==> config.mk <==
export PLATFORM = sky130hd
export DESIGN_NAME = chunk_map_arbiter
export DESIGN_NICKNAME = d
export VERILOG_FILES = /design/src/rtl/chunk_map_arbiter.sv
export SDC_FILE = /design/constraint.sdc
export NUM_CORES = 1
export LEC_CHECK = 0
export CAP_MARGIN = 20
export CORE_MARGIN = 4
export CORE_UTILIZATION = 65
export CTS_BUF_LIST = sky130_fd_sc_hd__clkbuf_4 sky130_fd_sc_hd__clkbuf_8
export CTS_CLUSTER_SIZE = 24
export DETAILED_ROUTE_END_ITERATION = 7
export PLACE_DENSITY_LB_ADDON = 0.3
export SYNTH_ARGS = -nofsm -noshare
export SYNTH_HDL_FRONTEND = slang
export SYNTH_SLANG_ARGS = --single-unit
==> constraint.sdc <==
create_clock -name clk_i -period 4.8 [get_ports clk_i]
set_input_delay 0.96 -clock clk_i [delete_from_list [all_inputs] [get_ports clk_i]]
set_output_delay 0.96 -clock clk_i [all_outputs]
set_load 0.01 [all_outputs]
==> src/rtl/chunk_map_arbiter.sv <==
// chunk_map_arbiter
//   Owns the single-port synchronous chunk-map RAM (GRID_W x GRID_H tiles,
//   TYPE_W bits each). Render reads always win the port; game-logic writes
//   wait in a small FIFO that forwards to reads; a full-map clear is swept
//   one tile per cycle the port is free.
// Ports
//   clk_i, rst_i           clock, asynchronous active-high reset
//   rd_req_i/rd_x_i/rd_y_i render read request and tile coordinates
//   rd_valid_o/rd_data_o   read result, one cycle after rd_req_i
//   wr_req_i/wr_x_i/wr_y_i/wr_data_i  logic write request
//   wr_ready_o             write queue not full
//   wr_err_o               accepted write had out-of-range coordinates
//   clr_req_i/clr_busy_o   start / in-progress full-map clear sweep
//   mem_*                  RAM port (mem_rdata_i valid one cycle after a read)
module chunk_map_arbiter #(
    parameter int GRID_W   = 10,
    parameter int GRID_H   = 10,
    parameter int TYPE_W   = 4,
    parameter int WQ_DEPTH = 4,
    parameter int CLR_TYPE = 0,
    parameter int OOB_TYPE = 0
) (
    input  logic              clk_i,
    input  logic              rst_i,
    input  logic              rd_req_i,
    input  logic [3:0]        rd_x_i,
    input  logic [3:0]        rd_y_i,
    output logic              rd_valid_o,
    output logic [TYPE_W-1:0] rd_data_o,
    input  logic              wr_req_i,
    input  logic [3:0]        wr_x_i,
    input  logic [3:0]        wr_y_i,
    input  logic [TYPE_W-1:0] wr_data_i,
    output logic              wr_ready_o,
    output logic              wr_err_o,
    input  logic              clr_req_i,
    output logic              clr_busy_o,
    output logic              mem_en_o,
    output logic              mem_we_o,
    output logic [6:0]        mem_addr_o,
    output logic [TYPE_W-1:0] mem_wdata_o,
    input  logic [TYPE_W-1:0] mem_rdata_i
);

    localparam int AW = 7;
    localparam int PW = $clog2(WQ_DEPTH);
    localparam logic [AW-1:0]     LAST_ADDR = AW'(GRID_W * GRID_H - 1);
    localparam logic [PW:0]       DEPTH_C   = (PW + 1)'(WQ_DEPTH);
    localparam logic [TYPE_W-1:0] CLR_C     = TYPE_W'(CLR_TYPE);
    localparam logic [TYPE_W-1:0] OOB_C     = TYPE_W'(OOB_TYPE);

    typedef enum logic {ST_IDLE, ST_SWEEP} state_e;

    state_e            state_q, state_d;
    logic [AW-1:0]     clr_cnt_q, clr_cnt_d;

    logic [AW-1:0]     wq_addr_q [WQ_DEPTH];
    logic [TYPE_W-1:0] wq_data_q [WQ_DEPTH];
    logic [PW-1:0]     rptr_q, rptr_d, wptr_q, wptr_d, fwd_idx;
    logic [PW:0]       cnt_q, cnt_d;

    logic              rd_valid_q, rd_mem_q, rd_mem_d;
    logic [TYPE_W-1:0] rd_imm_q, rd_imm_d, rd_hold_q, rd_hold_d;
    logic              wr_err_q;

    logic [AW-1:0]     rd_addr, wr_addr;
    logic              rd_oob, wr_oob, rd_hit, wr_acc, push, pop, sweep_go;
    logic              fwd_hit, unswept;
    logic [TYPE_W-1:0] fwd_data;

    assign rd_oob  = (rd_x_i >= 4'(GRID_W)) || (rd_y_i >= 4'(GRID_H));
    assign wr_oob  = (wr_x_i >= 4'(GRID_W)) || (wr_y_i >= 4'(GRID_H));
    assign rd_addr = AW'(rd_y_i) * AW'(GRID_W) + AW'(rd_x_i);
    assign wr_addr = AW'(wr_y_i) * AW'(GRID_W) + AW'(wr_x_i);

    assign rd_hit     = rd_req_i && !rd_oob;
    assign wr_ready_o = (cnt_q < DEPTH_C);
    assign wr_acc     = wr_req_i && wr_ready_o;
    assign push       = wr_acc && !wr_oob;
    assign sweep_go   = (state_q == ST_SWEEP) && !rd_hit;
    assign pop        = (state_q == ST_IDLE) && !rd_hit && (cnt_q != '0);
    assign unswept    = (state_q == ST_SWEEP) && (rd_addr >= clr_cnt_q);

    assign clr_busy_o = (state_q == ST_SWEEP);
    assign rd_valid_o = rd_valid_q;
    assign wr_err_o   = wr_err_q;
    assign rd_data_o  = rd_valid_q ? (rd_mem_q ? mem_rdata_i : rd_imm_q) : rd_hold_q;

    // Walk oldest to newest so the last match (newest entry) wins.
    always_comb begin
        fwd_hit  = 1'b0;
        fwd_data = '0;
        fwd_idx  = '0;
        for (int unsigned i = 0; i < WQ_DEPTH; i++) begin
            fwd_idx = rptr_q + PW'(i);
            if (((PW + 1)'(i) < cnt_q) && (wq_addr_q[fwd_idx] == rd_addr)) begin
                fwd_hit  = 1'b1;
                fwd_data = wq_data_q[fwd_idx];
            end
        end
    end

    // Single RAM port: read, then sweep, then queue head.
    always_comb begin
        mem_en_o    = 1'b0;
        mem_we_o    = 1'b0;
        mem_addr_o  = '0;
        mem_wdata_o = '0;
        if (rd_hit) begin
            mem_en_o   = 1'b1;
            mem_addr_o = rd_addr;
        end else if (sweep_go) begin
            mem_en_o    = 1'b1;
            mem_we_o    = 1'b1;
            mem_addr_o  = clr_cnt_q;
            mem_wdata_o = CLR_C;
        end else if (pop) begin
            mem_en_o    = 1'b1;
            mem_we_o    = 1'b1;
            mem_addr_o  = wq_addr_q[rptr_q];
            mem_wdata_o = wq_data_q[rptr_q];
        end
    end

    always_comb begin
        state_d   = state_q;
        clr_cnt_d = clr_cnt_q;
        case (state_q)
            ST_IDLE:  ;
            ST_SWEEP: begin
                if (sweep_go) begin
                    if (clr_cnt_q == LAST_ADDR) begin
                        state_d   = ST_IDLE;
                        clr_cnt_d = '0;
                    end else begin
                        clr_cnt_d = clr_cnt_q + 1'b1;
                    end
                end
            end
            default: state_d = ST_IDLE;
        endcase
        if (clr_req_i) begin
            state_d   = ST_SWEEP;
            clr_cnt_d = '0;
        end
    end

    // A clear flushes everything queued so far; a write accepted in the same
    // cycle lands at the old write pointer, which becomes the new head.
    always_comb begin
        rptr_d = rptr_q + PW'(pop);
        wptr_d = wptr_q + PW'(push);
        cnt_d  = cnt_q + (PW + 1)'(push) - (PW + 1)'(pop);
        if (clr_req_i) begin
            rptr_d = wptr_q;
            cnt_d  = (PW + 1)'(push);
        end
    end

    always_comb begin
        rd_mem_d  = 1'b0;
        rd_imm_d  = rd_imm_q;
        rd_hold_d = rd_valid_q ? rd_data_o : rd_hold_q;
        if (rd_oob)       rd_imm_d = OOB_C;
        else if (fwd_hit) rd_imm_d = fwd_data;
        else if (unswept) rd_imm_d = CLR_C;
        else              rd_mem_d = 1'b1;
    end

    always_ff @(posedge clk_i or posedge rst_i) begin
        if (rst_i) begin
            state_q    <= ST_IDLE;
            clr_cnt_q  <= '0;
            rptr_q     <= '0;
            wptr_q     <= '0;
            cnt_q      <= '0;
            for (int unsigned i = 0; i < WQ_DEPTH; i++) begin
                wq_addr_q[i] <= '0;
                wq_data_q[i] <= '0;
            end
            rd_valid_q <= 1'b0;
            rd_mem_q   <= 1'b0;
            rd_imm_q   <= '0;
            rd_hold_q  <= '0;
            wr_err_q   <= 1'b0;
        end else begin
            state_q    <= state_d;
            clr_cnt_q  <= clr_cnt_d;
            rptr_q     <= rptr_d;
            wptr_q     <= wptr_d;
            cnt_q      <= cnt_d;
            if (push) begin
                wq_addr_q[wptr_q] <= wr_addr;
                wq_data_q[wptr_q] <= wr_data_i;
            end
            rd_valid_q <= rd_req_i;
            if (rd_req_i) begin
                rd_mem_q <= rd_mem_d;
                rd_imm_q <= rd_imm_d;
            end
            rd_hold_q  <= rd_hold_d;
            wr_err_q   <= wr_acc && wr_oob;
        end
    end

endmodule
==> out/qor.yml, run 1 <==
floorplanning:
  ios: 50
  die_x_um: 98.4
  floorplan.die_area_um2: 9690
  area_inside_the_core_boundary_um2: 7850
  dieHeight_um: 98.4
  start_util: 0.677
  rows: 32
worst_setup_path:
  cp_num_cells: 10
  cp_max_fo: 4
  kind_of_cell_adding_the_most_delay_to_the_critical_path: "buffers and inverters"
  worstRegToRegCells: 8
  worst_setup_path_endpoint: "mem_addr_o[6]"
  r2r_end: "rd_imm_q[3]"
  cpMaxStageDelayCell: "sky130_fd_sc_hd__clkdlybuf4s50_1"
  cp_cell_sequence: "clkdlybuf4s50_1 -> ha_1 -> ha_1 -> inv_1 -> fa_1 -> nor4_2 -> xnor2_1 -> nand2_1 -> o21ai_0 -> clkdlybuf4s50_1"
  critPathBufInv: 3
  r2r_slack_ns: 1.38
  crit_type: "input port to primary output"
  crit_path_start_kind: "input port"
  r2r_start: "rptr_q[0]"
  cp_data_arrival_time_ns: 3.70
  worstSetupEndpointType: "primary output"
  crit_required_ns: 3.84
  worst_setup_path_start: "rd_y_i[3]"
  timing.critical_path.slowest_cell_delay_ns: 0.57
global_route:
  track_usage: 0.270
  via_count_of_the_first_global_routing_pass: 4239
  grt_start_max_net_pins: 44
  grt_antenna_before_repair: 0
  grt_pass1_wl_um: 21000
  grt_overflow_total: 0
drt:
  drt_pass1_iterations: 5
  num_vias: 4122
  wl_met2_um: 6190
  initialDrtViolationCount: 247
  dr_top_layer: "met4"
  ant_nets: 0
  route.detailed.drc: 0
  detail_route.vias_per_cell: 6.43
  detail_route.wirelength.met1_um: 5190
  finalWirelength_um: 12400
  drt-wirelength-per-cell_um: 19.4
  wl_met3_um: 736
yosys:
  mappedNetlistArea_um2: 5310
  synth_ff_type: "sky130_fd_sc_hd__dfrtp_1"
  syn-num-nets: 548
  synthDominantAreaCellType: "sky130_fd_sc_hd__dfrtp_1"
  postSynth.asyncResetShare: 1.00
  most_instantiated_library_cell_after_synthesis: "sky130_fd_sc_hd__dfrtp_1"
  synth_edf_count: 0
  synth_seq_cells: 70
  ys_warn_count: 0
  synth_seq_area_share: 0.330
  ys_top_cells_by_area: "sky130_fd_sc_hd__dfrtp_1, sky130_fd_sc_hd__mux2_2, sky130_fd_sc_hd__mux4_2"
  post-synth-top-area-fraction: 0.330
  most_numerous_cell_types_in_the_synthesized_netlist: "sky130_fd_sc_hd__dfrtp_1, sky130_fd_sc_hd__mux2_2, sky130_fd_sc_hd__nor2_1, sky130_fd_sc_hd__a21oi_1"
  synthesis.area_per_instance_um2: 10.9
  synthDistinctLibCells: 56
  synth_cells: 488
placed_design:
  routability_cong: 0.865
  placement.io_buffers: 49
  detailed_place_hpwl_um: 9090
timing:
  finalSetupViolCount: 0
  rsz0062_at_grt: "no"
  timing.final.hold_violations: 0
  worst_slew_pin_slew_ns: 0.884
  slew_violations: 0
  setup_tns_ns: 0
  timing.fmax_ghz: 0.215
  max_slew_margin: 0.411
  share_of_the_cycle_needed_by_the_critical_path_after_routing: 0.971
  post-route-min-period_ns: 4.66
  final.setup_skew_ns: 0.00933
layout:
  postLayoutCoreUtil: 0.782
  nNetsFinal: 594
  syn_to_final_growth_pct: 15.5
  final_layout_size_suffix_gt1_frac: 0.210
  antennaDiodeCount: 0
clock_network:
  cts_repair_resizes: 0
  clk-insertion-delay-late_ns: 0.36
  cts_made_buffers: 9
  htreeDepth: 3
  post_cts.repair.setup_buffers: 0
  tritoncts_num_sinks: 70
  clock-root-buffer: "sky130_fd_sc_hd__clkbuf_8"
  cts_buffer_depth: 2
  postCtsHoldBufs: 0
  clock_pin_slew_of_the_registers_on_the_worst_case_setup_and_hold_paths_ns: 0.09
  tritoncts: "built"
run:
  maxCapViolations: 0
min_path:
  holdCritPathClass: "flop to flop"
power_and_ir_drop:
  power_density_nw_per_um2: 554
  leakage_power_nw: 2.54
  peakVddDrop_mv: 0.320
run_status:
  run_status: "finished, final reports clean"
[worst min path at each step]
stage,from,slack [ns],cells past startpoint,to
after floorplan,rd_imm_q[3],0.46,2,rd_imm_q[3]
after global placement,rd_imm_q[3],0.48,2,rd_imm_q[3]
final,rd_imm_q[3],0.50,2,rd_imm_q[3]
after detailed placement,rd_imm_q[3],0.48,2,rd_imm_q[3]
after global routing,rd_hold_q[1],0.53,2,rd_hold_q[1]
after CTS,rd_imm_q[3],0.50,2,rd_imm_q[3]
[tightest hold or removal path, stage by stage (launching register included)]
cell                      delay (ns)
sky130_fd_sc_hd__dfrtp_1        0.36
sky130_fd_sc_hd__nand2_1        0.06
sky130_fd_sc_hd__o31ai_2        0.05
[report_power, final]
part / internal (mW) / total, mW / switching (mW)
clock: 0.353 / 0.610 / 0.257
combinational: 0.894 / 1.69 / 0.797
sequential: 0.805 / 1.10 / 0.295
[placed cells by master (no fill, tap or decap), types with 6 or more instances in the layout]
cell type                         netlist  routed
sky130_fd_sc_hd__buf_4                  2      11
sky130_fd_sc_hd__o21ai_0               20      20
sky130_fd_sc_hd__clkdlybuf4s50_1        0      49
sky130_fd_sc_hd__mux4_2                21      21
sky130_fd_sc_hd__clkbuf_8               0       9
sky130_fd_sc_hd__a21oi_1               32      32
sky130_fd_sc_hd__xnor2_1               27      27
sky130_fd_sc_hd__mux2i_1               27      27
sky130_fd_sc_hd__nand2_1               23      23
sky130_fd_sc_hd__dfrtp_1               70      68
sky130_fd_sc_hd__a22oi_1                8       8
sky130_fd_sc_hd__and3_1                 7       7
sky130_fd_sc_hd__mux2_2                47      47
sky130_fd_sc_hd__inv_1                 22      21
sky130_fd_sc_hd__nor3_1                 6       6
sky130_fd_sc_hd__nand3_1                6       6
sky130_fd_sc_hd__nor2_1                40      40
sky130_fd_sc_hd__xor2_1                14      14
sky130_fd_sc_hd__ha_1                  26      26
[stage by stage]
stage | std cells | setup WS, ns | area [um^2] | hold slack (ns) | total power [mW]
final | 641 | 0.138 | 6140 | 0.503 | 3.40
after global routing | 641 | 0.0306 | 6140 | 0.531 | 3.61
after CTS | 641 | 0.104 | 6130 | 0.503 | 3.39
after detailed placement | 625 | 0.127 | 5880 | 0.483 | 2.76
after global placement | 625 | 0.202 | 5880 | 0.476 | 2.66
after floorplan | 488 | 1.08 | 5310 | 0.456 | 2.41
[state kept, by name, indices dropped and copies added, names as in the netlist]
name        count
wq_addr_q      28
wq_data_q      16
clr_cnt_q       7
rd_hold_q       4
rd_imm_q        4
cnt_q           3
rptr_q          2
wptr_q          2
clr_busy_o      1
rd_mem_q        1
rd_valid_o      1
wr_err_o        1
[metal layers]
layer / GRT usage / vias up
met4: 0.102 / 0
met2: 0.441 / 145
met5: 0 / -
met1: 0.357 / 2061
li1: - / 1890
met3: 0.0552 / 26
[cell families after synthesis]
kind of cell / after synthesis / share of synthesized area
DFF: 70 / 0.330
xor gates and xnor gates: 41 / 0.0676
and+or+nand+nor: 104 / 0.0980
buffers and inverters: 49 / 0.0424
AOI/OAI and AO/OA: 95 / 0.128
muxes: 98 / 0.254
adders and majority gates: 31 / 0.0801
[final cells by class]
cell class                      count  area, um^2
Timing Repair Buffer               60         573
Tap cell                          102         128
Fill cell                         505        1710
Clock inverter                      7         128
Clock buffer                        9         124
Inverter                           24        90.1
Sequential cell                    70        1750
Multi-Input combinational cell    369        3340
Note: power is estimated with default switching activity, not from simulation.
==> run 2: changes to the inputs <==
Settings changed: CELL_PAD_IN_SITES_DETAIL_PLACEMENT set to 1, CELL_PAD_IN_SITES_GLOBAL_PLACEMENT set to 1, CORE_UTILIZATION 65 to 52.
==> out/qor.yml, run 2 (synthesis results as in run 1) <==
timing:
  finalSetupViolCount: 0  # unchanged
  setup_tns_ns: 0  # unchanged
  rsz0062_at_grt: "no"
  worst_slew_pin_slew_ns: 0.867  # -0.0169 ns
  timing.fmax_ghz: 0.222  # +3.7%
  share_of_the_cycle_needed_by_the_critical_path_after_routing: 0.936  # -0.0349
  final.setup_skew_ns: 0.00933  # +0.00000819 ns
  slew_violations: 0  # unchanged
  whs_ns: 0.523  # +0.0203 ns
  post-route-min-period_ns: 4.49  # -0.167 ns
  timing.final.hold_violations: 0  # unchanged
  max_slew_margin: 0.422  # +0.0112
layout:
  num-fill-cells: 1034  # +100%
  postLayoutCoreUtil: 0.626  # -0.157
  leading_cell_type_in_the_layout_fill_and_taps_excluded: "sky130_fd_sc_hd__dfrtp_1"
  fin_cells: 674  # +5.1%
  syn_to_final_growth_pct: 16.2
  register_ranked_first_by_flip_flop_count: "wq_addr_q"
  largest_register_ff_count: 28  # unchanged
  layout_common_cells: "sky130_fd_sc_hd__dfrtp_1, sky130_fd_sc_hd__clkdlybuf4s50_1, sky130_fd_sc_hd__mux2_2"
  nNetsFinal: 596  # +0.34%
  top_regs: "wq_addr_q x28, wq_data_q x16, clr_cnt_q x7"
  final_layout_size_suffix_gt1_frac: 0.213  # +0.00292
  stdcell_area_um2: 6170  # +0.53%
  antennaDiodeCount: 0  # unchanged
drt:
  ant_nets: 0  # unchanged
  route.detailed.drc: 0  # unchanged
  finalWirelength_um: 15000  # +21%
  drt_pass1_iterations: 4  # -1
  drt-wirelength-per-cell_um: 22.2  # +15%
  detail_route.vias_per_cell: 6.14  # -4.5%
  num_vias: 4140  # +0.44%
  initialDrtViolationCount: 234  # -5.3%
placed_design:
  placed_cell_area_um2: 5940  # +0.91%
  placement.io_buffers: 49  # unchanged
  placed_cells_incl_taps: 658  # +5.3%
  detailed_place_hpwl_um: 11200  # +23%
  routability_cong: 0.841  # -2.8%
clock_network:
  post_cts.repair.setup_buffers: 0  # unchanged
  cts_buffer_depth: 2  # unchanged
  cts_made_buffers: 9  # unchanged
  clk-insertion-delay-late_ns: 0.36  # about the same
  htreeDepth: 3  # unchanged
  clock_pin_slew_of_the_registers_on_the_worst_case_setup_and_hold_paths_ns: 0.08  # about the same
  tritoncts: "built"
  tritoncts_num_sinks: 70  # unchanged
  clock-root-buffer: "sky130_fd_sc_hd__clkbuf_8"
  postCtsHoldBufs: 0  # unchanged
global_route:
  grt_antenna_before_repair: 0  # unchanged
  track_usage: 0.267  # -0.00314
  via_count_of_the_first_global_routing_pass: 4542  # +7.1%
  grt_overflow_total: 0  # unchanged
  grt_start_max_net_pins: 38  # -14%
  grt_pass1_wl_um: 24400  # +16%
min_path:
  holdCritPathClass: "flop to flop"
floorplanning:
  ios: 50  # unchanged
  area_inside_the_core_boundary_um2: 9860  # +26%
  floorplan.die_area_um2: 11900  # +23%
  dieHeight_um: 109  # +11%
  rows: 36  # +13%
  start_util: 0.539  # -0.138
  die_x_um: 109  # +11%
power_and_ir_drop:
  power_density_nw_per_um2: 564  # +1.8%
  leakage_power_nw: 2.55  # +0.37%
  peakVddDrop_mv: 0.255  # -20%
run:
  maxCapViolations: 0  # unchanged
worst_setup_path:
  cp_data_arrival_time_ns: 3.53  # -0.17 ns
  cp_max_fo: 4  # unchanged
  timing.critical_path.slowest_cell_delay_ns: 0.58  # about the same
  worstSetupEndpointType: "primary output"
  crit_type: "input port to primary output"
  cpMaxStageDelayCell: "sky130_fd_sc_hd__fa_1"
  crit_required_ns: 3.84  # about the same
  crit_path_start_kind: "input port"
  cp_cell_sequence: "clkdlybuf4s50_1 -> ha_1 -> ha_1 -> inv_1 -> fa_1 -> nor2b_1 -> a32oi_2 -> nor2_1 -> a21oi_1 -> clkdlybuf4s50_1"
run_status:
  run_status: "finished, final reports clean"
## run 2: power by group
group | switching, mW | internal (mW)
Combinational | 0.853 | 0.900
Sequential | 0.358 | 0.804
Clock | 0.265 | 0.300
Total | 1.48 | 2.00
## run 2: layout make-up
class	count	area (um^2)	area share
sequential	70	1750	0.284
multi-input combinational	369	3340	0.542
tap	133	166	0.0270
clock buffer	9	124	0.0201
inverter	24	90.1	0.0146
clock inverter	7	104	0.0168
timing repair buffer	62	591	0.0957
## run 2: path summary, 6_finish.rpt
kind / from / endpoint / slack [ns] / cells past startpoint
min in group asynchronous: rst_i / clr_cnt_q[1] / 1.10 / 2
worst min register to register: rd_imm_q[3] / rd_imm_q[3] / 0.52 / 2
worst max register to register: rptr_q[0] / rd_imm_q[2] / 1.49 / 9
worst max-delay path: rd_y_i[3] / mem_addr_o[5] / 0.31 / 10
max in group asynchronous: rst_i / rptr_q[1] / 2.71 / 3
worst min-delay path: rd_imm_q[3] / rd_imm_q[3] / 0.52 / 2
## run 2: metal layers
layer / vias up / part of all wire / wire, um / GRT usage
met3: 28 / 0.035 / 521 / 0.0414
met1: 2139 / 0.43 / 6460 / 0.341
li1: 1886 / - / - / -
met5: - / 0 / 0 / 0
met4: 0 / 0.027 / 400 / 0.0965
met2: 87 / 0.51 / 7570 / 0.457
## run 2: what timing repair did
item	4_1_cts	5_1_grt
gates resized for setup	0	2
endpoints found under the hold margin	0	0
endpoints found under the setup margin	0	1
## run 2: metrics by stage
step           power (mW)  setup slack [ns]
6_report             3.48             0.306
5_1_grt              3.69             0.141
4_1_cts              3.47            0.0188
3_5_place_dp         2.86            0.0310
3_3_place_gp         2.71             0.188
2_1_floorplan        2.41              1.08
## run 2: worst max-delay path: cells and delay by family
family / cells / cell delay [ns]
fa+ha+maj: 3 / 1.02
compound gates: 2 / 0.32
simple gates: 2 / 0.17
buf+inv: 3 / 1.06
